File: src/rtl/buzzer_pkg.sv
// Shared definitions for the buzzer note scheduler: FSM encoding, requester
// indices, field widths and small arbitration helpers.
package buzzer_pkg;

    typedef enum logic [1:0] {
        ST_IDLE = 2'd0,
        ST_PLAY = 2'd1,
        ST_GAP  = 2'd2
    } state_e;

    localparam int NUM_REQ  = 3;
    localparam int REQ_BEEP = 0;
    localparam int REQ_KEY  = 1;
    localparam int REQ_SONG = 2;
    localparam int NOTE_W   = 3;
    localparam int DUR_W    = 8;

    function automatic int cnt_width(input int n);
        return (n > 1) ? $clog2(n) : 1;
    endfunction

    // One-hot of the lowest-index (highest-priority) set request.
    function automatic logic [NUM_REQ-1:0] prio_pick(input logic [NUM_REQ-1:0] r);
        logic [NUM_REQ-1:0] g;
        g = '0;
        for (int i = NUM_REQ - 1; i >= 0; i--) begin
            if (r[i]) begin
                g    = '0;
                g[i] = 1'b1;
            end
        end
        return g;
    endfunction

    // Requesters that outrank the one-hot owner (strictly lower index).
    function automatic logic [NUM_REQ-1:0] higher_prio_mask(input logic [NUM_REQ-1:0] owner);
        logic [NUM_REQ-1:0] m;
        logic               hit;
        m   = '0;
        hit = 1'b0;
        for (int i = NUM_REQ - 1; i >= 0; i--) begin
            if (hit) m[i] = 1'b1;
            if (owner[i]) hit = 1'b1;
        end
        return m;
    endfunction

endpackage

File: src/rtl/buzz_tick_gen.sv
// Duration prescaler: one-cycle tick every TICK_DIV enabled cycles; restart
// forces the count back to zero so each phase starts on a full tick period.
module buzz_tick_gen
    import buzzer_pkg::*;
#(
    parameter int TICK_DIV = 100000
) (
    input  logic clk,
    input  logic rst_n,
    input  logic restart_i,
    input  logic en_i,
    output logic tick_o
);

    localparam int            CW   = cnt_width(TICK_DIV);
    localparam logic [CW-1:0] LAST = CW'(TICK_DIV - 1);

    logic [CW-1:0] cnt_q, cnt_d;

    always_comb begin
        cnt_d = cnt_q;
        if (restart_i) begin
            cnt_d = '0;
        end else if (en_i) begin
            cnt_d = (cnt_q == LAST) ? '0 : cnt_q + 1'b1;
        end
    end

    always_ff @(posedge clk) begin
        if (!rst_n) cnt_q <= '0;
        else        cnt_q <= cnt_d;
    end

    assign tick_o = en_i && (cnt_q == LAST);

endmodule

File: src/rtl/buzzer_note_sched.sv
// Buzzer note scheduler: fixed-priority arbitration (beep > key > song) in IDLE,
// then timed PLAY and GAP phases. Define BUZZ_PREEMPT_EN to let a higher-priority
// request cut the current note short.
module buzzer_note_sched
    import buzzer_pkg::*;
#(
    parameter int TICK_DIV  = 100000,
    parameter int GAP_TICKS = 20
) (
    input  logic                      clk,
    input  logic                      rst_n,
    input  logic [NUM_REQ-1:0]        req,
    input  logic [NUM_REQ*NOTE_W-1:0] note_in,
    input  logic [NUM_REQ*DUR_W-1:0]  dur_in,
    output logic [NUM_REQ-1:0]        ack,
    output logic [NUM_REQ-1:0]        done,
    output logic                      aborted,
    output logic [NOTE_W-1:0]         note_number,
    output logic                      en,
    output logic                      busy
);

    localparam logic [DUR_W-1:0] GAP_LD  = DUR_W'(GAP_TICKS);
    localparam bit               HAS_GAP = (GAP_TICKS != 0);

    state_e               state_q, state_d;
    logic [NUM_REQ-1:0]   owner_q, owner_d;
    logic [NUM_REQ-1:0]   ack_q, ack_d;
    logic [NUM_REQ-1:0]   done_q, done_d;
    logic [DUR_W-1:0]     cnt_q, cnt_d;
    logic                 zero_q, zero_d;
    logic                 en_q, en_d;
    logic [NOTE_W-1:0]    note_q, note_d;

    logic [NUM_REQ-1:0]   grant;
    logic [NOTE_W-1:0]    g_note;
    logic [DUR_W-1:0]     g_dur;
    logic                 tick;
    logic                 restart;

    buzz_tick_gen #(.TICK_DIV(TICK_DIV)) u_tick (
        .clk       (clk),
        .rst_n     (rst_n),
        .restart_i (restart),
        .en_i      (state_q != ST_IDLE),
        .tick_o    (tick)
    );

    always_comb begin
        grant  = prio_pick(req);
        g_note = '0;
        g_dur  = '0;
        for (int i = 0; i < NUM_REQ; i++) begin
            if (grant[i]) begin
                g_note = note_in[NOTE_W*i +: NOTE_W];
                g_dur  = dur_in[DUR_W*i +: DUR_W];
            end
        end
    end

`ifdef BUZZ_PREEMPT_EN
    logic abort_q, abort_d;
    logic preempt;
    // A zero-duration grant always completes; it has no note to cut short.
    assign preempt = (state_q != ST_IDLE) && !zero_q && |(req & higher_prio_mask(owner_q));
`endif

    always_comb begin
        state_d = state_q;
        owner_d = owner_q;
        ack_d   = '0;
        done_d  = '0;
        cnt_d   = cnt_q;
        zero_d  = zero_q;
        en_d    = en_q;
        note_d  = note_q;
        restart = 1'b0;

        unique case (state_q)
            ST_IDLE: begin
                if (|req) begin
                    ack_d   = grant;
                    owner_d = grant;
                    restart = 1'b1;
                    // dur=0 parks in GAP for one cycle so busy is seen and done follows ack.
                    if (g_dur == '0) begin
                        state_d = ST_GAP;
                        zero_d  = 1'b1;
                    end else begin
                        state_d = ST_PLAY;
                        zero_d  = 1'b0;
                        cnt_d   = g_dur;
                        note_d  = g_note;
                        en_d    = 1'b1;
                    end
                end
            end
            ST_PLAY: begin
                if (tick) begin
                    if (cnt_q == DUR_W'(1)) begin
                        done_d  = owner_q;
                        en_d    = 1'b0;
                        restart = 1'b1;
                        if (HAS_GAP) begin
                            state_d = ST_GAP;
                            cnt_d   = GAP_LD;
                        end else begin
                            state_d = ST_IDLE;
                            cnt_d   = '0;
                        end
                    end else begin
                        cnt_d = cnt_q - 1'b1;
                    end
                end
            end
            ST_GAP: begin
                if (zero_q) begin
                    done_d  = owner_q;
                    zero_d  = 1'b0;
                    state_d = ST_IDLE;
                end else if (tick) begin
                    if (cnt_q == DUR_W'(1)) begin
                        state_d = ST_IDLE;
                        cnt_d   = '0;
                    end else begin
                        cnt_d = cnt_q - 1'b1;
                    end
                end
            end
            default: state_d = ST_IDLE;
        endcase

`ifdef BUZZ_PREEMPT_EN
        abort_d = 1'b0;
        if (preempt) begin
            state_d = ST_IDLE;
            en_d    = 1'b0;
            cnt_d   = '0;
            done_d  = (state_q == ST_PLAY) ? owner_q : '0;
            abort_d = (state_q == ST_PLAY);
        end
`endif
    end

    always_ff @(posedge clk) begin
        if (!rst_n) begin
            state_q <= ST_IDLE;
            owner_q <= '0;
            ack_q   <= '0;
            done_q  <= '0;
            cnt_q   <= '0;
            zero_q  <= 1'b0;
            en_q    <= 1'b0;
            note_q  <= '0;
        end else begin
            state_q <= state_d;
            owner_q <= owner_d;
            ack_q   <= ack_d;
            done_q  <= done_d;
            cnt_q   <= cnt_d;
            zero_q  <= zero_d;
            en_q    <= en_d;
            note_q  <= note_d;
        end
    end

`ifdef BUZZ_PREEMPT_EN
    always_ff @(posedge clk) begin
        if (!rst_n) abort_q <= 1'b0;
        else        abort_q <= abort_d;
    end
    assign aborted = abort_q;
`else
    assign aborted = 1'b0;
`endif

    assign ack         = ack_q;
    assign done        = done_q;
    assign en          = en_q;
    assign note_number = note_q;
    assign busy        = (state_q != ST_IDLE);

endmodule

File: config.mk
export PLATFORM = sky130hd
export DESIGN_NAME = buzzer_note_sched
export DESIGN_NICKNAME = d
export VERILOG_FILES = /design/src/rtl/buzzer_pkg.sv /design/src/rtl/buzz_tick_gen.sv /design/src/rtl/buzzer_note_sched.sv
export SDC_FILE = /design/constraint.sdc
export NUM_CORES = 1
export LEC_CHECK = 0
export CAP_MARGIN = 40
export CELL_PAD_IN_SITES_DETAIL_PLACEMENT = 2
export CELL_PAD_IN_SITES_GLOBAL_PLACEMENT = 2
export CORE_UTILIZATION = 33
export CTS_BUF_LIST = sky130_fd_sc_hd__clkbuf_2 sky130_fd_sc_hd__clkbuf_4 sky130_fd_sc_hd__clkbuf_8
export DETAILED_ROUTE_END_ITERATION = 10
export PLACE_DENSITY_LB_ADDON = 0.1
export SETUP_SLACK_MARGIN = 0.2
export SLEW_MARGIN = 20
export SYNTH_ARGS = -nofsm -noshare
export SYNTH_HDL_FRONTEND = slang
export SYNTH_SLANG_ARGS = --single-unit
File: constraint.sdc
create_clock -name clk -period 4.4 [get_ports clk]
set_clock_uncertainty 0.15 [all_clocks]
set_input_delay 1.1 -clock clk [delete_from_list [all_inputs] [get_ports clk]]
set_output_delay 1.1 -clock clk [all_outputs]
set_load 0.005 [all_outputs]
Word-level counts from Yosys, hierarchy flattened:

Cells that the tools add are included.
Widths: inputs -> output; s select.

* add/subtract/negate cells: 2
* eq/ne operators: 12
* muxes and demuxes: 42
* bitwise gates (word level): 2
* reductions and logical operators: 16

Operator list (number)
* $mux 8: 10
* $mux 3: 9
* $pmux 8 s3: 1
* $add 17x1->17 const B: 1
* $eq 17x17->1 const B: 1
* $mux 17: 1
* $mux 2: 7
* $ne 2x2->1 const B: 6
* $reduce_and 5->1: 2
* $mux 1: 9
* $eq 8x1->1 const B: 1
* $logic_not 8->1: 1
* $sub 8x1->8 const B: 1
* $ne 3x3->1 const B: 2
* $pmux 1 s2: 3
* $pmux 2 s3: 1
* $pmux 3 s2: 1
* $reduce_and 3->1: 2
* $reduce_and 6->1: 1
* $reduce_bool 2->1: 3
* $reduce_and 2->1: 2
* $reduce_bool 3->1: 1
* $reduce_or 3->1: 1
* $eq 2x1->1 const B: 1
* 5 further kinds: 6

* bits in registers: 41
* input bits: 38

Depth between registers and ports, before layout:

Gate-level depths: netlist (run 1).

* depth after elaboration: 10
* mapped depth: 9
* gate-level depth less buffers: 8

Cells and area by module:

From an unflattened synthesis (run 1), not the netlist that was laid out.

* cell total of the unflattened synthesis: 297
* area, all modules: 2518.7 um^2

Modules (own cells, without submodules)
* buzzer_note_sched: instances 1, cells each 196, area an instance 1650.3 um^2, seq. area each 480.5 um^2
* buzz_tick_gen: instances 1, cells each 101, area an instance 868.3 um^2, seq. area each 340.3 um^2

Worst setup path before layout (run 1):

OpenSTA, ideal clock, no wires.

* kind: input to register
* from: input port req[0]
* to: register zero_q
* data arrival time: 2.635 ns
* data required time: 4.164 ns
* path slack: 1.528 ns
* stages on the path: 8
* path through: buf_2 buf_2 a21oi_1 a21oi_1 nor4_4 nand2_4 or3_1 a221oi_2

* word-level cells in the longest chain between the ends: 8
* elaborated cells between the ends (all ways): 11

Ends and longest elaborated chain
* start: declaration: line buzzer_note_sched.sv:12 `input logic [NUM_REQ-1:0] req,`
* $mux 3: line buzzer_pkg.sv:27 `if (r[i]) begin`
* $mux 8 (3 in a row): line buzzer_note_sched.sv:54 `if (grant[i]) begin`
* $logic_not 8->1: line buzzer_note_sched.sv:86 `if (g_dur == '0) begin`
* $mux 1: line buzzer_note_sched.sv:86
* $mux 1: line buzzer_note_sched.sv:81 `if (|req) begin`
* $pmux 1 s2: line buzzer_note_sched.sv:79 `unique case (state_q)`
* end signal: assignment: line buzzer_note_sched.sv:161 `zero_q <= zero_d;`
* end: declaration: line buzzer_note_sched.sv:31 `logic zero_q, zero_d;`

Parallel ways exist; a longest one is shown, timed or not. The select of a mux whose other input is x is not followed.
A chain may end at the register's enable or synchronous reset.

Worst setup path in the final report (run 1):

* from: input port req[0]
* to: register u_tick.cnt_q[0]

* word-level cells in the longest chain between the ends: 4

Ends and longest elaborated chain
* $reduce_or 3->1: line buzzer_note_sched.sv:81
* $mux 1: line buzzer_note_sched.sv:81
* $pmux 1 s2: line buzzer_note_sched.sv:79
* $reduce_or 2->1 (no line)
* end signal: assignment: line buzz_tick_gen.sv:31 `else cnt_q <= cnt_d;`
* end: declaration: line buzz_tick_gen.sv:18 `logic [CW-1:0] cnt_q, cnt_d;`

No other way between the ends.

==> results of run 1 <==
## critical path: cells and delay by family
kind / cells / cell delay, ns
AO/OA/AOI/OAI: 1 / 0.38
AND/OR/NAND/NOR: 3 / 0.94
buffers and inverters: 3 / 1.10
## power groups by stage
| stage | Combinational, W | Sequential [W] | Clock, W |
|---|---|---|---|
| floorplan | 0.000610 | 0.000496 | 0 |
| global placement | 0.000815 | 0.000512 | 0 |
| detailed placement | 0.000843 | 0.000516 | 0 |
| CTS | 0.000857 | 0.000508 | 0.000386 |
| global route | 0.000937 | 0.000520 | 0.000399 |
| finish | 0.000857 | 0.000508 | 0.000376 |
## how the worst max path moves through the flow
stage	start	end	slack, ns
final	req[0]	u_tick.cnt_q[0]$_SDFFE_PP0N_	0.97
after global placement	req[2]	u_tick.cnt_q[6]$_SDFFE_PP0N_	0.62
after detailed placement	req[0]	u_tick.cnt_q[3]$_SDFFE_PP0N_	0.60
after global routing	req[0]	u_tick.cnt_q[2]$_SDFFE_PP0N_	0.75
after floorplan	req[0]	zero_q$_SDFFE_PN0P_	1.53
after CTS	req[0]	u_tick.cnt_q[0]$_SDFFE_PP0N_	0.92
## area by class of cell
| cell class | instances | area [um^2] |
|---|---|---|
| sequential | 41 | 820.8 |
| clock inverter | 3 | 68.82 |
| clock buffer | 5 | 68.82 |
| multi-input combinational | 236 | 1526 |
| inverter | 10 | 37.54 |
| tap | 99 | 123.9 |
| fill | 840 | 4096 |
| timing repair buffer | 52 | 510.5 |
## cells in the mapped netlist, types with 4 or more instances
cell type	n	area, um^2
nor3_1	10	50.05
inv_1	9	33.78
a211oi_1	4	30.03
nand2b_1	4	25.02
xor2_1	10	87.58
nand2_1	20	75.07
a21oi_1	27	135.1
o21ai_0	7	35.03
nand3b_1	9	67.56
or3_1	4	25.02
nor2b_1	9	56.30
dfxtp_1	41	820.8
nand4_1	7	43.79
mux2i_1	5	50.05
buf_2	6	30.03
nor2_1	45	168.9
xnor2_1	6	52.55
a211oi_2	4	50.05
nand3_1	9	45.04
o211ai_1	4	30.03
ha_1	7	87.58
and2_1	4	25.02
## registers in the layout, summed over array words and instances, names as in the netlist
name          count
ack               3
cnt_q             8
done              3
en                1
note_number       3
owner_q           3
state_q           2
u_tick.cnt_q     17
zero_q            1
## layer usage
layer | routed length, um | vias up
met4 | 182 | 0
met5 | 0 | -
met3 | 223 | 15
met2 | 3865 | 49
li1 | - | 1155
met1 | 3720 | 1160
## through the flow
stage	area, um^2	hold slack [ns]
2_1_floorplan	2480	0.2804
3_5_place_dp	3019	0.3034
4_1_cts	3157	0.3239
5_1_grt	3157	0.3594
3_3_place_gp	3019	0.2921
6_report	3157	0.3217
## kinds of logic (layout without fill, tap and decap cells)
logic type / Yosys count / after routing
adders and majority gates: 7 / 7
other: 1 / 1
xor gates and xnor gates: 16 / 16
buffers and inverters: 24 / 70
and+or+nand+nor: 144 / 144
AOI/OAI and AO/OA: 63 / 63
muxes: 5 / 5
DFF: 41 / 41
==> metrics.txt, run 1 <==
run status=completed; CTS Hold Bufs=0; Synth Area in Compound Gates=between 10% and 20%; sequential area share after synthesis=33.10%; CP dominant cell by count=buf_4; Final Wtd Congestion=0.8238; simple-gate share of the synthesized area=32.64%; CP Launch Type=primary input; largest net degree at the start of global routing=26; Critical Path End Type=flop; final non-filler cell total=446; Clock Sinks=41; WHS Endpoint=done[2]$_SDFF_PN0_; synth warn=0; share of cells above drive strength 1=under 10%; Syn Nets=between 300 and 400; DRT Wirelength=~8000 um; Reg clk slew, reported paths=0.09 ns; Core Util, Final=43.52%; min-delay src=owner_q[2]$_SDFFE_PN0P_; fin crit period=approximately 3.4 ns; htree depth=2; vias=~2.4k; grt met1 use=between 20 and 30%; Pre-Repair DR Iteration Count=4; Seq cells post-synth=between 40 and 50; M3 GR Usage=3.451%; RSZ-0062 raised after global routing=no; routing usage on met2=37.06%; total gr overflow=0; DP Wirelength=approximately 6100 um; most common cell after layout, fill and taps aside=clkdlybuf4s50_1; Final Hold Viols=0; CTS Root Cell=clkbuf_8; Clk network pwr share=between 20% and 30%; chip height=88.69 um; Worst EP required=~4.5 ns; Via-to-Cell Ratio=5.334; Resize count post-CTS=0; Unique masters post-synth=55; Reg-to-Reg Start=state_q[1]$_SDFFE_PN0P_; max-slew violation count=0; Slew Limit Headroom=slightly below 50%; Post-synth EDFFs=0; Inst Count DP=438; Crit Path Class=primary input to flop; cells after synthesis=roughly 300; FFs w/ async S/R, synth=0%; peak fanout along the critical path=18; Post-CTS Setup Bufs=0; final total power=0.001741 W; largest family of logic cells by synthesized area=simple AND/OR/NAND/NOR gates; Area Overhead vs Synth=27.30%; core area=approximately 0.0073 mm^2; worst slew pin tran=0.7713 ns; Num CTS Buffers=5; CTS tree=done; main flop type after synthesis=dfxtp_1; pre-CTS setup slack=0.5990 ns; worst skew pair latency=0.30 ns; synthesized cell area=0.002480 mm^2; maximum clock frequency=a little under 300 MHz; Gate power share=about half; WL/cell=17.92 um; Routed Antenna Nets=0; Initial Util=between 30% and 40%; syn_area_per_cell=about 8.2 um^2; Flop pwr share=a little under 30%; standard-cell rows=31; setup ws final=just under 1 ns; sw frac=around 42%; crit share post-route=just under 80%; commonest non-fill, non-tap cells in the layout=48 x clkdlybuf4s50_1, 45 x nor2_1, 41 x dfxtp_1, 27 x a21oi_1, 20 x nand2_1; total global-route track usage=~22%; FF-to-FF End=u_tick.cnt_q[0]$_SDFFE_PP0N_; Pint=~0.0010 W; VDD IR max=~0.27 mV; Max-Cap Viols=0; hold depth=1; XOR/XNOR Fraction of Synth Area=5.651%; Ports=50; Leak=around 1.1 nW; # setup viols final=0; CTS Buffer Depth=2; Max stage delay cell, worst path=clkdlybuf4s50_1; die width=between 80 and 90 um; power per standard cell area=~550 mW/mm^2; vias in the first global route=roughly 2.5k; crit-path max cell delay=0.53 ns; setup TNS=0 ns; fin nets=slightly below 400; first-pass GRT wire length=about 13000 um; initial DRC count=a little over 70; initial antenna violation count=0; CP Cell Sequence=clkdlybuf4s50_1, buf_4, nor3_1, nand2b_1, o211ai_1, buf_4, nor2_1; Switch Pwr=approximately 0.00073 W; HP Class=flop to flop; global routing's busiest layer=met2; worst r2r path cells=6; post-synthesis mux area share=around 2.0%; # DRC=0; die area=~0.008 mm^2; R2R setup slack=between 1.5 and 2 ns; Critical Path AT=3.52 ns; I/O Buffers=between 40 and 50; adder-cell share of the synthesized area=roughly 3.5%; # diodes=0
No activity file was read; power rests on OpenSTA's default activity.
==> run 2, diff against run 1 <==
Settings changed: CORE_UTILIZATION 33 to 31.
Clock period 4.4 ns to 3.5 ns, I/O delays scaled along.
==> run 2 against run 1 <==
  * Worst setup slack lost 0.53 ns
  * Count of clock-buffer cells in the layout stayed put
  * Utilization is 2.6 points lower
  * Combinational power grew 25%
  * Largest cell class unchanged
  * Die area is 6.3% higher
  * Sequential power increased by 26%
  * Sequential cell count is the same
  * Via count decreased by 0.80%
  * Global-route usage down 2.5 points
  * Power rose by 16%
  * Critical path depth grew 1
==> metrics.txt, run 2 (synthesis gave the netlist of run 1 again) <==
DP Wirelength=a little over 6000 um; Worst EP required=between 3 and 4 ns; CTS Root Cell=clkbuf_8; run status=completed; DRT Wirelength=7736 um; Post-CTS Setup Bufs=0; biggest regs=u_tick.cnt_q (17), cnt_q (8); worst skew pair latency=around 0.30 ns; CTS tree=done; I/O Buffers=48; # setup viols final=0; # DRC=0; max FFs per register=17; Resize count post-CTS=0; Ports=50; die width=91.44 um; power per standard cell area=between 600 and 700 mW/mm^2; Crit Path Class=primary input to flop; Via-to-Cell Ratio=5.175; first-pass GRT wire length=roughly 13000 um; CTS Buffer Depth=2; Top reg by flops=u_tick.cnt_q; # diodes=0; R2R setup slack=~1.0 ns; Routed Antenna Nets=0; commonest non-fill, non-tap cells in the layout=48 x clkdlybuf4s50_1, 45 x nor2_1, 41 x dfxtp_1, 27 x a21oi_1, 20 x nand2_1; initial antenna violation count=0; Max-Cap Viols=0; final total power=just over 0.002 W; Critical Path End Type=flop; Area Overhead vs Synth=27.50%; CTS Hold Bufs=0; most common cell after layout, fill and taps aside=clkdlybuf4s50_1; share of cells above drive strength 1=between 10% and 20%; total gr overflow=0; Initial Util=between 30% and 40%; peak fanout along the critical path=17; Leak=1.121 nW; die area=between 0.008 and 0.009 mm^2; Pre-Repair DR Iteration Count=4; Clock Sinks=41; chip height=a little over 90 um; initial DRC count=between 60 and 70; standard-cell rows=32; RSZ-0062 raised after global routing=no; maximum clock frequency=327.1 MHz; Num CTS Buffers=5; worst slew pin tran=roughly 0.8 ns; setup TNS=0 ns; crit share post-route=87.34%; Reg clk slew, reported paths=~0.09 ns; HP Class=flop to flop; fin nets=slightly below 400; htree depth=2; CP Launch Type=primary input; VDD IR max=between 0.2 and 0.3 mV; largest net degree at the start of global routing=20; total global-route track usage=between 10% and 20%; Slew Limit Headroom=46.94%; max-slew violation count=0; Final Hold Viols=0; Final Wtd Congestion=~0.74; vias=between 2k and 2.5k; vias in the first global route=around 2.6k; WL/cell=16.96 um; core area=0.007727 mm^2; Critical Path AT=3.11 ns; fin crit period=between 3 and 4 ns
[run 2: layout make-up]
type                            count  area, um^2
Inverter                           10       37.54
Sequential cell                    41       820.8
Clock buffer                        5       68.82
Fill cell                         883        4566
Multi-Input combinational cell    236        1526
Clock inverter                      3       17.52
Tap cell                          102       127.6
Timing Repair Buffer               59       563.0
[run 2: final timing paths]
path                            startpoint                      endpoint  cells past startpoint
max                                 req[1]         cnt_q[5]$_SDFFE_PN0P_                      8
min                owner_q[2]$_SDFFE_PN0P_            done[2]$_SDFF_PN0_                      1
max reg2reg  u_tick.cnt_q[13]$_SDFFE_PP0N_  u_tick.cnt_q[3]$_SDFFE_PP0N_                      6
min reg2reg        owner_q[2]$_SDFFE_PN0P_            done[2]$_SDFF_PN0_                      1
[run 2: worst max-delay path: stages]
cell	delay, ns
clkdlybuf4s50_1	0.67
a21oi_1	0.29
a21oi_1	0.16
nor4_4	0.40
a32oi_1	0.17
buf_4	0.21
and3_1	0.17
a31o_1	0.17
[run 2: per-layer routing]
layer | vias up | track usage [%] | share of wire, %
met5 | - | 0 | 0
met4 | 0 | 4.630 | 0.88
met3 | 6 | 2.931 | 1.9
met2 | 20 | 37.84 | 54
met1 | 1165 | 22.15 | 43
li1 | 1169 | - | -
[run 2: where the power goes]
group	internal [W]	switching, W
logic	0.000451	0.000617
clock network	0.000138	0.000182
registers	0.000551	0.0000890
[run 2: metrics by stage]
step	setup slack (ns)	cells	hold WS (ns)	instance area, um^2	utilization [%]
after floorplan	0.8534	301	0.2804	2480	-
after global placement	0.1381	448	0.2962	3075	39.80
after detailed placement	0.1220	448	0.3055	3075	39.80
after CTS	0.4130	456	0.3324	3162	40.92
after global routing	0.2653	456	0.3554	3162	40.92
final	0.4432	456	0.3272	3162	40.92
==> run 3, diff against run 2 <==
Settings changed: SYNTH_HIERARCHICAL set to 1.
==> run 3 against run 2 <==
  * Via count is 0.51% lower
  * Wire length is 5.9% lower
  * Sequential share of layout area is 0.64 points lower
  * Power hardly changed
  * Design area is 2.5% higher
  * Hold slack hardly changed
  * Utilization is 0.61 points higher
  * Synthesized area is 1.6% higher
  * Critical path depth is 1 lower
  * Maximum frequency is 3.3% higher
==> metrics.txt, run 3 <==
initial antenna violation count=0; Worst EP required=approximately 3.6 ns; crit share post-route=a little over four fifths; share of cells above drive strength 1=about an eighth; Clock Sinks=41; Clk network pwr share=23.8%; FILL cells=874; Unique masters post-synth=just under 60; die width=92.14 um; initial DRC count=55; Area contributors post-synth=dfxtp_1 33%, a21oi_2 4.5%, nand2_1 4.5%; Final Hold Viols=0; Seq cells post-synth=41; Routed Antenna Nets=0; HP Class=flop to flop; power per standard cell area=625.3 mW/mm^2; maximum clock frequency=~340 MHz; fin crit period=approximately 3 ns; most common cell after layout, fill and taps aside=clkdlybuf4s50_1; commonest cells in the netlist=41 x dfxtp_1, 30 x nand2_1, 27 x nor2_1, 14 x nor2b_1, 14 x o21ai_0; Critical Path End Type=flop; synth warn=6; sw frac=39.53%; Core Util, Final=between 40% and 50%; chip height=approximately 90 um; run status=completed; Switch Pwr=~0.0008 W; FFs w/ async S/R, synth=0%; total global-route track usage=a little under a fifth; DP Wirelength=approximately 5800 um; peak fanout along the critical path=11; VDD IR max=~0.19 mV; Num CTS Buffers=5; vias=approximately 2.3k; total gr overflow=0; Critical Path AT=3.01 ns; first-pass GRT wire length=about 12000 um; Yosys top cell by area=dfxtp_1; CP Launch Type=primary input; max FFs per register=17; Resize count post-CTS=0; Ports=50; Pint=between 0.001 and 0.0015 W; Post-synth EDFFs=0; main flop type after synthesis=dfxtp_1; CTS Hold Bufs=0; Inst Count DP=roughly 440; Top reg by flops=u_tick/cnt_q; vias in the first global route=approximately 2.5k; CTS Root Cell=clkbuf_8; Gate power share=~45%; CTS tree=done; Leak=roughly 1.2 nW; htree depth=2; max-slew violation count=0; Flop pwr share=30.9%; Initial Util=between 30% and 40%; Slew Limit Headroom=between 60% and 70%; synthesized cell area=~0.0025 mm^2; Max-Cap Viols=0; # DRC=0; standard-cell rows=32; worst skew pair latency=0.30 ns; setup ws final=~0.54 ns; DRT Wirelength=roughly 7300 um; CTS Buffer Depth=2; # setup viols final=0; final non-filler cell total=450; sequential area share after synthesis=about a third; most frequent cell after synthesis=dfxtp_1; cells after synthesis=approximately 300; RSZ-0062 raised after global routing=no; final total power=0.002027 W; Area Overhead vs Synth=28.71%; biggest regs=u_tick/cnt_q (17), cnt_q (8); Post-CTS Setup Bufs=0; fin nets=between 300 and 400; WL/cell=between 15 and 20 um; worst slew pin tran=approximately 0.59 ns; Via-to-Cell Ratio=5.218; top-area cell type share of the netlist area=between 30% and 40%; Pre-Repair DR Iteration Count=4; largest net degree at the start of global routing=27; Reg clk slew, reported paths=0.09 ns; # diodes=0; setup TNS=0 ns; Final Wtd Congestion=a little under 0.8; syn_area_per_cell=~8.5 um^2; Syn Nets=between 300 and 400; Crit Path Class=primary input to flop; pre-CTS setup slack=0.1447 ns; commonest non-fill, non-tap cells in the layout=48 x clkdlybuf4s50_1, 41 x dfxtp_1, 30 x nand2_1, 27 x nor2_1; core area=0.007807 mm^2; die area=roughly 0.0085 mm^2; I/O Buffers=between 40 and 50
[run 3: routing by layer]
layer | track usage [%] | vias to the layer above | routed length, um
met1 | 21.67 | 1125 | 3269
met2 | 32.71 | 51 | 3672
met3 | 3.151 | 12 | 202
met5 | 0 | - | 0
met4 | 5.859 | 0 | 136
li1 | - | 1160 | -
[run 3: cell type report]
cell class	count	area [um^2]	share of cell area, %
clock buffers	5	68.82	2.123
clock inverters	3	68.82	2.123
inverters	12	45.04	1.389
multi-input cells	233	1585	48.90
flip-flops and latches	41	820.8	25.32
well taps	102	127.6	3.937
repair buffers	54	525.5	16.21
[run 3: path summary, 6_finish.rpt]
path | cells past startpoint | from | to | slack (ns)
max | 7 | req[2] | cnt_q[1]$_SDFFE_PN0P_ | 0.54
min | 1 | owner_q[0]$_SDFFE_PN0P_ | done[0]$_SDFF_PN0_ | 0.33
max reg2reg | 10 | state_q[0]$_SDFFE_PN0P_ | cnt_q[1]$_SDFFE_PN0P_ | 0.67
min reg2reg | 1 | owner_q[0]$_SDFFE_PN0P_ | done[0]$_SDFF_PN0_ | 0.33
[run 3: kinds of logic (layout without fill, tap and decap cells)]
family	Yosys count	after routing	share of synthesized area, %
adders and majority gates	7	7	3.477
buffers and inverters	23	74	4.470
AOI/OAI and AO/OA	67	67	19.77
xor gates and xnor gates	15	15	5.216
muxes	6	6	2.385
other	1	1	0.1489
and+or+nand+nor	137	137	31.94
DFF	41	41	32.59
[run 3: worst max-delay path: stages]
cell and delay, ns:
clkdlybuf4s50_1 0.74, nand3b_1 0.17, a21oi_2 0.26, nor4_4 0.11, a311oi_4 0.51, o211ai_1 0.19, o211a_1 0.16
[run 3: through the flow]
stage	instance area, um^2	hold WS [ns]
floorplan	2519	0.2804
global placement	3104	0.2987
detailed placement	3104	0.3140
CTS	3242	0.3359
global route	3242	0.3540
finish	3242	0.3273
[run 3: power by group through the flow]
stage          registers, W  logic, W  clock network (W)
3_5_place_dp       0.000639  0.000926                  0
4_1_cts            0.000628  0.000932           0.000496
5_1_grt            0.000641   0.00102           0.000512
2_1_floorplan      0.000614  0.000640                  0
6_report           0.000627  0.000918           0.000482
3_3_place_gp       0.000631  0.000906                  0
